`config.mk`:
```
export PLATFORM = sky130hd
export DESIGN_NAME = traceback_reader
export DESIGN_NICKNAME = d
export VERILOG_FILES = /design/src/rtl/traceback_reader.sv
export SDC_FILE = /design/constraint.sdc
export NUM_CORES = 1
export LEC_CHECK = 0
export CAP_MARGIN = 20
export CORE_AREA = 2 2 88 90
export DETAILED_ROUTE_END_ITERATION = 7
export DIE_AREA = 0 0 90 92
export PLACE_DENSITY = 0.86
export SLEW_MARGIN = 15
export SYNTH_ARGS = -nofsm -noshare
export SYNTH_HDL_FRONTEND = slang
export SYNTH_SLANG_ARGS = --single-unit
export TNS_END_PERCENT = 1
```
`constraint.sdc`:
```
create_clock -name clk -period 4.2 [get_ports clk]
set_input_delay 1.05 -clock clk [delete_from_list [all_inputs] [get_ports clk]]
set_output_delay 1.05 -clock clk [all_outputs]
set_load 0.005 [all_outputs]
```
`src/rtl/traceback_reader.sv`:
```
// traceback_reader: walks the traceback memory from address 0 and streams one aligned column
// per visited cell. Define TRACEBACK_SCORE_EN to add a running alignment score output.
module traceback_reader #(
    parameter int unsigned LENGTH      = 10,
    parameter int unsigned CWIDTH      = 2,
    parameter int unsigned CORD_LENGTH = 8,
    parameter int unsigned MEM_SIZE    = 9,
    parameter int unsigned BYTE_SIZE   = 2 * CORD_LENGTH,
    parameter int unsigned SWIDTH      = 16,
    parameter int          MATCH       = 1,
    parameter int          MISMATCH    = -1,
    parameter int          INDEL       = -1
) (
    input  logic                     clk,
    input  logic                     reset,
    input  logic                     start,
    input  logic [LENGTH*CWIDTH-1:0] s1,
    input  logic [LENGTH*CWIDTH-1:0] s2,
    output logic                     ren,
    output logic [MEM_SIZE-1:0]      raddr,
    input  logic [BYTE_SIZE-1:0]     rdata,
    output logic                     out_valid,
    input  logic                     out_ready,
    output logic [CWIDTH-1:0]        out_c1,
    output logic [CWIDTH-1:0]        out_c2,
    output logic                     out_gap1,
    output logic                     out_gap2,
    output logic                     out_last,
`ifdef TRACEBACK_SCORE_EN
    output logic signed [SWIDTH-1:0] score,
`endif
    output logic                     busy,
    output logic                     done,
    output logic                     error
);

    localparam int unsigned CntW = $clog2(2 * LENGTH + 1);

    typedef enum logic [3:0] {
        StIdle, StRdCur, StLdCur, StRdNxt, StLdNxt, StEmit, StEmitLast, StDone, StErr
    } state_e;

    typedef struct packed {
        logic [CWIDTH-1:0] c1;
        logic [CWIDTH-1:0] c2;
        logic              gap1;
        logic              gap2;
        logic              last;
    } col_t;

    state_e                 state_q, state_d;
    logic [MEM_SIZE-1:0]    raddr_q, raddr_d;
    logic                   ren_q, ren_d;
    logic [CntW-1:0]        cnt_q, cnt_d;
    logic [CORD_LENGTH-1:0] cur_x_q, cur_x_d, cur_y_q, cur_y_d;
    logic [CORD_LENGTH-1:0] nxt_x_q, nxt_x_d, nxt_y_q, nxt_y_d;
    logic                   out_valid_q, out_valid_d;
    col_t                   col_q, col_d;
    logic                   busy_q, busy_d, done_q, done_d, error_q, error_d;

    logic [CORD_LENGTH-1:0] rd_x, rd_y;
    logic                   hs;
    logic                   step_x, step_y, hold_x, hold_y;

    function automatic logic [CWIDTH-1:0] char_at(input logic [LENGTH*CWIDTH-1:0] str,
                                                  input logic [CORD_LENGTH-1:0]   idx);
        logic [CWIDTH-1:0] c;
        c = '0;
        for (int i = 0; i < int'(LENGTH); i++) begin
            if (idx == CORD_LENGTH'(i)) c = str[i*CWIDTH +: CWIDTH];
        end
        return c;
    endfunction

    assign rd_x = rdata[CORD_LENGTH-1:0];
    assign rd_y = rdata[2*CORD_LENGTH-1:CORD_LENGTH];
    assign hs   = out_valid_q && out_ready;

    // Step classification of the freshly read cell against the current cell.
    assign step_x = ({1'b0, cur_x_q} == ({1'b0, rd_x} + (CORD_LENGTH + 1)'(1)));
    assign step_y = ({1'b0, cur_y_q} == ({1'b0, rd_y} + (CORD_LENGTH + 1)'(1)));
    assign hold_x = (rd_x == cur_x_q);
    assign hold_y = (rd_y == cur_y_q);

`ifdef TRACEBACK_SCORE_EN
    logic signed [SWIDTH-1:0] score_q, score_d;
    logic signed [SWIDTH-1:0] delta;

    always_comb begin
        if (col_q.gap1 || col_q.gap2) delta = SWIDTH'(INDEL);
        else if (col_q.c1 == col_q.c2) delta = SWIDTH'(MATCH);
        else delta = SWIDTH'(MISMATCH);
    end
`endif

    always_comb begin
        state_d     = state_q;
        raddr_d     = raddr_q;
        ren_d       = 1'b0;
        cnt_d       = cnt_q;
        cur_x_d     = cur_x_q;
        cur_y_d     = cur_y_q;
        nxt_x_d     = nxt_x_q;
        nxt_y_d     = nxt_y_q;
        out_valid_d = out_valid_q;
        col_d       = col_q;
`ifdef TRACEBACK_SCORE_EN
        score_d     = score_q;
        if (hs) score_d = score_q + delta;
`endif

        unique case (state_q)
            StIdle, StDone, StErr: begin
                if (start) begin
                    raddr_d = '0;
                    ren_d   = 1'b1;
                    cnt_d   = CntW'(1);
                    state_d = StRdCur;
`ifdef TRACEBACK_SCORE_EN
                    score_d = '0;
`endif
                end
            end
            StRdCur: state_d = StLdCur;
            StLdCur: begin
                cur_x_d = rd_x;
                cur_y_d = rd_y;
                if (rd_x >= CORD_LENGTH'(LENGTH) || rd_y >= CORD_LENGTH'(LENGTH)) begin
                    state_d = StErr;
                end else if (rd_x == '0 && rd_y == '0) begin
                    col_d       = '{c1: char_at(s1, '0), c2: char_at(s2, '0),
                                    gap1: 1'b0, gap2: 1'b0, last: 1'b1};
                    out_valid_d = 1'b1;
                    state_d     = StEmitLast;
                end else begin
                    raddr_d = raddr_q + MEM_SIZE'(1);
                    ren_d   = 1'b1;
                    state_d = StRdNxt;
                end
            end
            StRdNxt: state_d = StLdNxt;
            StLdNxt: begin
                nxt_x_d = rd_x;
                nxt_y_d = rd_y;
                if (step_x && step_y) begin
                    col_d = '{c1: char_at(s1, cur_y_q), c2: char_at(s2, cur_x_q),
                              gap1: 1'b0, gap2: 1'b0, last: 1'b0};
                    out_valid_d = 1'b1;
                    state_d     = StEmit;
                end else if (hold_x && step_y) begin
                    col_d = '{c1: char_at(s1, cur_y_q), c2: '0,
                              gap1: 1'b0, gap2: 1'b1, last: 1'b0};
                    out_valid_d = 1'b1;
                    state_d     = StEmit;
                end else if (step_x && hold_y) begin
                    col_d = '{c1: '0, c2: char_at(s2, cur_x_q),
                              gap1: 1'b1, gap2: 1'b0, last: 1'b0};
                    out_valid_d = 1'b1;
                    state_d     = StEmit;
                end else begin
                    state_d = StErr;
                end
            end
            StEmit: begin
                if (hs) begin
                    cur_x_d     = nxt_x_q;
                    cur_y_d     = nxt_y_q;
                    col_d       = '0;
                    out_valid_d = 1'b0;
                    if (nxt_x_q == '0 && nxt_y_q == '0) begin
                        col_d       = '{c1: char_at(s1, '0), c2: char_at(s2, '0),
                                        gap1: 1'b0, gap2: 1'b0, last: 1'b1};
                        out_valid_d = 1'b1;
                        state_d     = StEmitLast;
                    end else if (cnt_q == CntW'(2 * LENGTH - 1)) begin
                        // Longer than any monotone path through the grid.
                        state_d = StErr;
                    end else begin
                        cnt_d   = cnt_q + CntW'(1);
                        raddr_d = raddr_q + MEM_SIZE'(1);
                        ren_d   = 1'b1;
                        state_d = StRdNxt;
                    end
                end
            end
            StEmitLast: begin
                if (hs) begin
                    col_d       = '0;
                    out_valid_d = 1'b0;
                    state_d     = StDone;
                end
            end
            default: state_d = StIdle;
        endcase

        busy_d  = !(state_d inside {StIdle, StDone, StErr});
        done_d  = (state_d == StDone);
        error_d = (state_d == StErr);
    end

    always_ff @(posedge clk or posedge reset) begin
        if (reset) begin
            state_q     <= StIdle;
            raddr_q     <= '0;
            ren_q       <= 1'b0;
            cnt_q       <= '0;
            cur_x_q     <= '0;
            cur_y_q     <= '0;
            nxt_x_q     <= '0;
            nxt_y_q     <= '0;
            out_valid_q <= 1'b0;
            col_q       <= '0;
            busy_q      <= 1'b0;
            done_q      <= 1'b0;
            error_q     <= 1'b0;
`ifdef TRACEBACK_SCORE_EN
            score_q     <= '0;
`endif
        end else begin
            state_q     <= state_d;
            raddr_q     <= raddr_d;
            ren_q       <= ren_d;
            cnt_q       <= cnt_d;
            cur_x_q     <= cur_x_d;
            cur_y_q     <= cur_y_d;
            nxt_x_q     <= nxt_x_d;
            nxt_y_q     <= nxt_y_d;
            out_valid_q <= out_valid_d;
            col_q       <= col_d;
            busy_q      <= busy_d;
            done_q      <= done_d;
            error_q     <= error_d;
`ifdef TRACEBACK_SCORE_EN
            score_q     <= score_d;
`endif
        end
    end

    assign ren       = ren_q;
    assign raddr     = raddr_q;
    assign out_valid = out_valid_q;
    assign out_c1    = col_q.c1;
    assign out_c2    = col_q.c2;
    assign out_gap1  = col_q.gap1;
    assign out_gap2  = col_q.gap2;
    assign out_last  = col_q.last;
    assign busy      = busy_q;
    assign done      = done_q;
    assign error     = error_q;
`ifdef TRACEBACK_SCORE_EN
    assign score     = score_q;
`endif

endmodule

```
==> flow_metrics.env <==
export IMPL_status="finished clean"
export IMPL_core_area_um2=7450
export IMPL_placed_cells_incl_taps=617
export IMPL_tritoncts_num_sinks=62
export IMPL_r2r_cells=7
export IMPL_worst_ir_drop_vdd_mv=0.334
export IMPL_worstPathMaxFanout=8
export IMPL_cellLeakagePower_nw=2.07
export IMPL_cts_htree_levels=3
export IMPL_cts_tree="built"
export IMPL_netlist_cell_type_count=65
export IMPL_cts_setup_buffers=0
export IMPL_finish_cell_count_without_fillers=633
export IMPL_critPathRequiredTime_ps=4430
export IMPL_post_drt_wl_per_cell_um=16.8
export IMPL_path_clk_slew_ps=80
export IMPL_layout_cells_most_common="clkdlybuf4s50_1"
export IMPL_synthesis_area_per_instance_um2=8.97
export IMPL_synth_cells=459
export IMPL_antennaDiodeCount=0
export IMPL_worstMarginPinSlew_ps=1000
export IMPL_area_growth_synth_to_final_pct=25.2
export IMPL_max_clock_path_buffers=2
export IMPL_layout_cell_area_non_filler_um2=5150
export IMPL_unrepaired_setup_endpoints_after_global_routing="false"
export IMPL_synthDominantAreaCellType="dfrtp_1"
export IMPL_f_max_mhz=276
export IMPL_place_ws_ps=240
export IMPL_num_fill_cells=589
export IMPL_final_setup_worst_slack_ps=573
export IMPL_slew_violations=0
export IMPL_async_set_reset_flop_share_out_of_synthesis_pct=100
export IMPL_placement_cell_area_um2=4920
export IMPL_seq_power_share_pct=39.7
export IMPL_final_period_utilization_pct=86.4
export IMPL_detail_route_antenna_nets=0
export IMPL_period_minus_slack_ps=3630
export IMPL_p_int_mw=1.70
export IMPL_cts_hold_buffers_added=0
export IMPL_first_iter_violations=237
export IMPL_max_slew_margin_rel_pct=32.8
export IMPL_rrSetupSlack_ps=1590
export IMPL_r2r_end="out_c1[0]$_DFFE_PP0P_"
export IMPL_hold_path_end="out_c1[1]$_DFFE_PP0P_"
export IMPL_syn_cell_area_um2=4120
export IMPL_share_of_final_layout_standard_cells_stronger_than_drive_strength_1_pct=9.23
export IMPL_maxCapViolations=0
export IMPL_boundaryPins=81
export IMPL_clock_tree_root_cell="clkbuf_8"
export IMPL_grt_total_usage_pct=26.6
export IMPL_clkPwrFrac_pct=21.8
export IMPL_hold_violations=0
export IMPL_hold_path_class="flop to flop"
export IMPL_clk_latency_worst_skew_pair_ps=350
export IMPL_iteration_count_of_the_initial_detailed_routing_pass=5
export IMPL_sequential_cell_area_um2=1550
export IMPL_ys_seq_area_share_pct=37.7
export IMPL_floorplan_die_area_um2=8280
export IMPL_synthFlopType="dfrtp_1"
export IMPL_global_route_wire_length_before_repair_um=17900
export IMPL_initial_core_utilization_pct=55.3
export IMPL_powerDensity_nw_per_um2=546
export IMPL_critical_path_startpoint_type="input pin"
export IMPL_report_final_setup_viol=0
export IMPL_fin_setup_tns_ps=0
export IMPL_first_global_vias=3700
export IMPL_endpoint_kind="flop"
export IMPL_fin_skew_ps=9.43
export IMPL_register_bit_count_reported_by_yosys=62
export IMPL_power_frac_comb_pct=38.6
export IMPL_grt_antenna_before_repair=0
export IMPL_die_height_um=92
export IMPL_gr_total_overflow=0
export IMPL_synth_enable_flop_cells=0
export IMPL_grt_max_degree=53
export IMPL_chipWidth_um=90
export IMPL_syn_nets=527
export IMPL_dr_total_vias=3809
export IMPL_io_buffers=80
export IMPL_multiInputGateArea_um2=2370
export IMPL_layout_cells_most_common_list="clkdlybuf4s50_1 (80), nand2_1 (65), dfrtp_1 (62), nor2_1 (40), o21ai_0 (25)"
export IMPL_routed_wirelength_um=10700
export IMPL_tritoncts_num_buffers=9
export IMPL_hold_depth=1
export IMPL_final_nets=594
export IMPL_power_net_switching_mw=1.12
export IMPL_hpwl_um=7980
export IMPL_worstPathArrival_ps=3860
export IMPL_power_share_switching_pct=39.6
export IMPL_vias_per_cell=6.02
export IMPL_fin_total_pwr_mw=2.82
export IMPL_yosysTopAreaCellShare_pct=37.7
export IMPL_total_number_of_placement_rows=32
export IMPL_r2r_start="cur_y_q[7]$_DFFE_PP0P_"
export IMPL_ys_top_cells_by_area="dfrtp_1 (38%), nand2_1 (5.9%), mux2i_1 (4.9%)"
export IMPL_timing_worst_setup_path_type="input pin to flop"
export IMPL_worstHoldStart="out_c1[1]$_DFFE_PP0P_"
export IMPL_number_of_warnings_reported_in_the_yosys_synthesis_log=0
export IMPL_drt_drc=0
export IMPL_post_cts_resized=0
export IMPL_place_congestion=0.960
[layout make-up]
class                           instances  area share (%)
Timing Repair Buffer                   84            16.1
Inverter                               12           0.898
Clock buffer                            9            2.40
Tap cell                              102            2.48
Multi-Input combinational cell        357            46.0
Sequential cell                        62            30.1
Clock inverter                          7            2.02
[per-layer routing]
layer	up-vias	global-route usage [%]	routed length [um]
li1	1799	-	-
met1	1832	35.2	4630
met2	157	44.5	5290
met3	21	4.11	547
met4	0	9.36	193
met5	-	0	0
[worst max path at each step]
stage | end | slack [ps] | startpoint
2_1_floorplan | out_c1[0]$_DFFE_PP0P_ | 1050 | rdata[10]
3_3_place_gp | out_c1[0]$_DFFE_PP0P_ | 360 | rdata[9]
3_5_place_dp | out_last$_DFFE_PP0P_ | 240 | rdata[9]
4_1_cts | out_valid$_DFFE_PP0P_ | 600 | rdata[9]
5_1_grt | out_valid$_DFFE_PP0P_ | 450 | rdata[9]
6_report | out_valid$_DFFE_PP0P_ | 570 | rdata[9]
[power by group through the flow]
stage | Clock, mW | Sequential, mW | Combinational, mW
final | 0.613 | 1.12 | 1.09
after detailed placement | 0 | 1.13 | 1.08
after floorplan | 0 | 0.962 | 0.918
after global placement | 0 | 1.11 | 1.05
after global routing | 0.649 | 1.16 | 1.20
after CTS | 0.619 | 1.11 | 1.08
[per-stage QoR]
stage	util (%)	hold WS (ps)
floorplan	-	467
global placement	66.1	483
detailed placement	66.1	495
CTS	69.2	518
global route	69.2	525
finish	69.2	515
[registers in the layout, indices dropped and copies added (netlist names), 2 cells and up]
signal   flops
nxt_x_q      8
state_q      4
raddr        9
out_c2       2
out_c1       2
cur_x_q      8
cur_y_q      8
nxt_y_q      8
cnt_q        5
[Yosys cell counts (all sizes together), types with 3 or more instances]
cell      n
a31oi     4
ha        8
nand3    16
nand4    13
mux2      8
xor2     14
and3      5
o2111ai   4
clkbuf   19
nor4b     5
dfrtp    62
mux2i    20
nand2    65
nand3b    3
buf       9
mux4      6
nor3b     3
o211ai    5
a22oi     3
nand2b    7
or3       4
nor3      7
nor4      7
o21ai    27
inv      12
a21oi    23
and4      3
nor2     41
or2       3
a211oi    7
xnor2    14
[critical path, stage by stage]
cell and delay (ps):
clkdlybuf4s50_1 630, nand3_1 230, and3_1 240, o41a_1 420, o2111ai_2 320, a22oi_2 180
o21ai_2 390, mux2_2 390
[cell families (layout without fill, tap and decap cells)]
family / Yosys count / in the layout / share of synthesized area, %
DFF: 62 / 62 / 37.7
xor gates and xnor gates: 28 / 28 / 5.96
muxes: 34 / 34 / 10.4
buffers and inverters: 40 / 112 / 4.95
AOI/OAI and AO/OA: 93 / 93 / 14.8
adders and majority gates: 9 / 9 / 2.67
and+or+nand+nor: 193 / 193 / 23.5
Note: power is estimated with default switching activity, not from simulation.
==> patch (same settings) <==
Take the reset off `raddr_q` and load it in a clocked block of its own.
--- a/src/rtl/traceback_reader.sv
+++ b/src/rtl/traceback_reader.sv
@@ -201,7 +201,6 @@
     always_ff @(posedge clk or posedge reset) begin
         if (reset) begin
             state_q     <= StIdle;
-            raddr_q     <= '0;
             ren_q       <= 1'b0;
             cnt_q       <= '0;
             cur_x_q     <= '0;
@@ -218,7 +217,6 @@
 `endif
         end else begin
             state_q     <= state_d;
-            raddr_q     <= raddr_d;
             ren_q       <= ren_d;
             cnt_q       <= cnt_d;
             cur_x_q     <= cur_x_d;
@@ -236,6 +234,10 @@
         end
     end
 
+    always_ff @(posedge clk) begin
+        raddr_q <= raddr_d;
+    end
+
     assign ren       = ren_q;
     assign raddr     = raddr_q;
     assign out_valid = out_valid_q;
Formal check against the unedited RTL: differs if reset is asserted again (counterexample within 4 cycles, from zero or initial values and one cycle with reset high); with reset held inactive, the same outputs for 10 cycles.
==> patch against the original RTL <==
- non-clock buffer count fell by 2
- sequential power rose by 6%
- setup slack improved by 0.063 ns
- fmax rose by 1.8%
- area after synthesis fell by 0.30%
- critical endpoint unchanged
- largest cell class unchanged
- core utilization fell by 0.92 points
- global-route usage fell by 1.9 points
- total power fell by 0.82%
- final area fell by 1.3%
- sequential cell count did not move
- routed wire length fell by 5.6%
==> patch: results (changes against the original RTL) <==
| Metric | Value |
|---|---|
| Status | `finished clean (unchanged)` |
| Seq power | `1.19 mW (was 1.12 mW)` |
| Met2 track demand over resource | `0.410 (was 0.445)` |
| Worst reg-to-reg setup slack | `1.41 ns (was 1.59 ns)` |
| Yosys cell types | `60 (was 65)` |
| Multi-input gate area | `2320 um^2 (was 2370 um^2)` |
| Pre-CTS setup slack | `0.342 ns (was 0.240 ns)` |
| Pre-antenna DRT Iters | `6 (was 5)` |
| Multiplexer share of the synthesized area | `0.111 (was 0.104)` |
| Clk power | `468 uW (was 613 uW)` |
| Hold Path Sink | `cnt_q[4] (was out_c1[1])` |
| Global-route wire length before repair | `16400 um (was 17900 um)` |
| #MultiIn Comb | `343 (was 357)` |
| Met2 WL | `4980 um (was 5290 um)` |
| Largest net degree at the start of global routing | `54 (was 53)` |
| Compound-gate portion of the synthesized area | `0.137 (was 0.148)` |
| Clk_skew | `0.00487 ns (was 0.00943 ns)` |
| Final HPWL from detailed placement | `7530 um (was 7980 um)` |
| R2r worst-path depth | `5 (was 7)` |
| ClkCell Share | `0.0337 (was 0.0442)` |
| Worst-Margin Slew | `0.945 ns (was 1.00 ns)` |
| Adder-Cell Fraction of Synth Area | `0.0244 (was 0.0267)` |
| RR Startpoint | `state_q[0] (was cur_y_q[7])` |
| Via/cell ratio | `5.97 (was 6.02)` |
| Vias in the first global route | `3439 (was 3700)` |
| Critical path fanouts, max | `7 (was 8)` |
| Number of clock buffers in the layout | `15 (was 9)` |
| Maximum vdd drop | `0.308 mV (was 0.334 mV)` |
| Layout cell share with drive strength beyond 1 | `0.0930 (was 0.0923)` |
| Total GRT Usage | `0.246 (was 0.266)` |
| Final nets | `579 (was 594)` |
| Routing usage on met3 | `0.0534 (was 0.0411)` |
| Minimum clock period | `3.56 ns (was 3.63 ns)` |
| Reg power frac | `0.426 (was 0.397)` |
| LEAKAGE | `2.05 nW (was 2.07 nW)` |
| GR Util met1 | `0.318 (was 0.352)` |
| Syn Nets | `512 (was 527)` |
| M1 WL | `4260 um (was 4630 um)` |
| Hold wc startpoint | `cnt_q[4] (was out_c1[1])` |
| Initial DRC Count | `301 (was 237)` |
| Worst flop-to-flop path endpoint | `raddr[3] (was out_c1[0])` |
| Synth Area in XOR/XNOR | `0.0597 (was 0.0596)` |
| Asr flop ratio synth | `0.855 (was 1.00)` |
| Smallest hold slack | `0.483 ns (was 0.515 ns)` |
| Post-synthesis sequential area ratio | `0.389 (was 0.377)` |
| EDFF count, synth | `9 (was 0)` |
| GP Congestion | `0.968 (was 0.960)` |
| Filler cells | `594 (was 589)` |
| Top cells by area, synth | `dfrtp_1, edfxtp_1, nand2_1 (was dfrtp_1, nand2_1, mux2i_1)` |
patch: worst max-delay path, cell delays in order:
cell,delay (ns)
clkdlybuf4s50_1,0.60
inv_1,0.10
ha_1,0.21
o31ai_1,0.34
nand4_1,0.23
nor3_1,0.17
o21ai_0,0.19
and2b_1,0.24
a21o_1,0.34
mux2_4,0.33
patch: worst max-delay path by stage:
stage                          from         to  depth (start not counted)
after floorplan           rdata[11]  out_c2[0]                          9
after global placement     rdata[1]  out_c2[0]                         10
after detailed placement   rdata[8]  out_c2[0]                         10
after CTS                  rdata[8]  out_valid                         10
after global routing       rdata[1]  out_c2[0]                         10
final                      rdata[8]  out_valid                         10
patch: stage by stage:
step | cells | cell area (um^2)
after floorplan | 444 | 4110
after CTS | 618 | 5080
after global routing | 618 | 5080
final | 618 | 5080
after global placement | 602 | 4910
after detailed placement | 602 | 4910
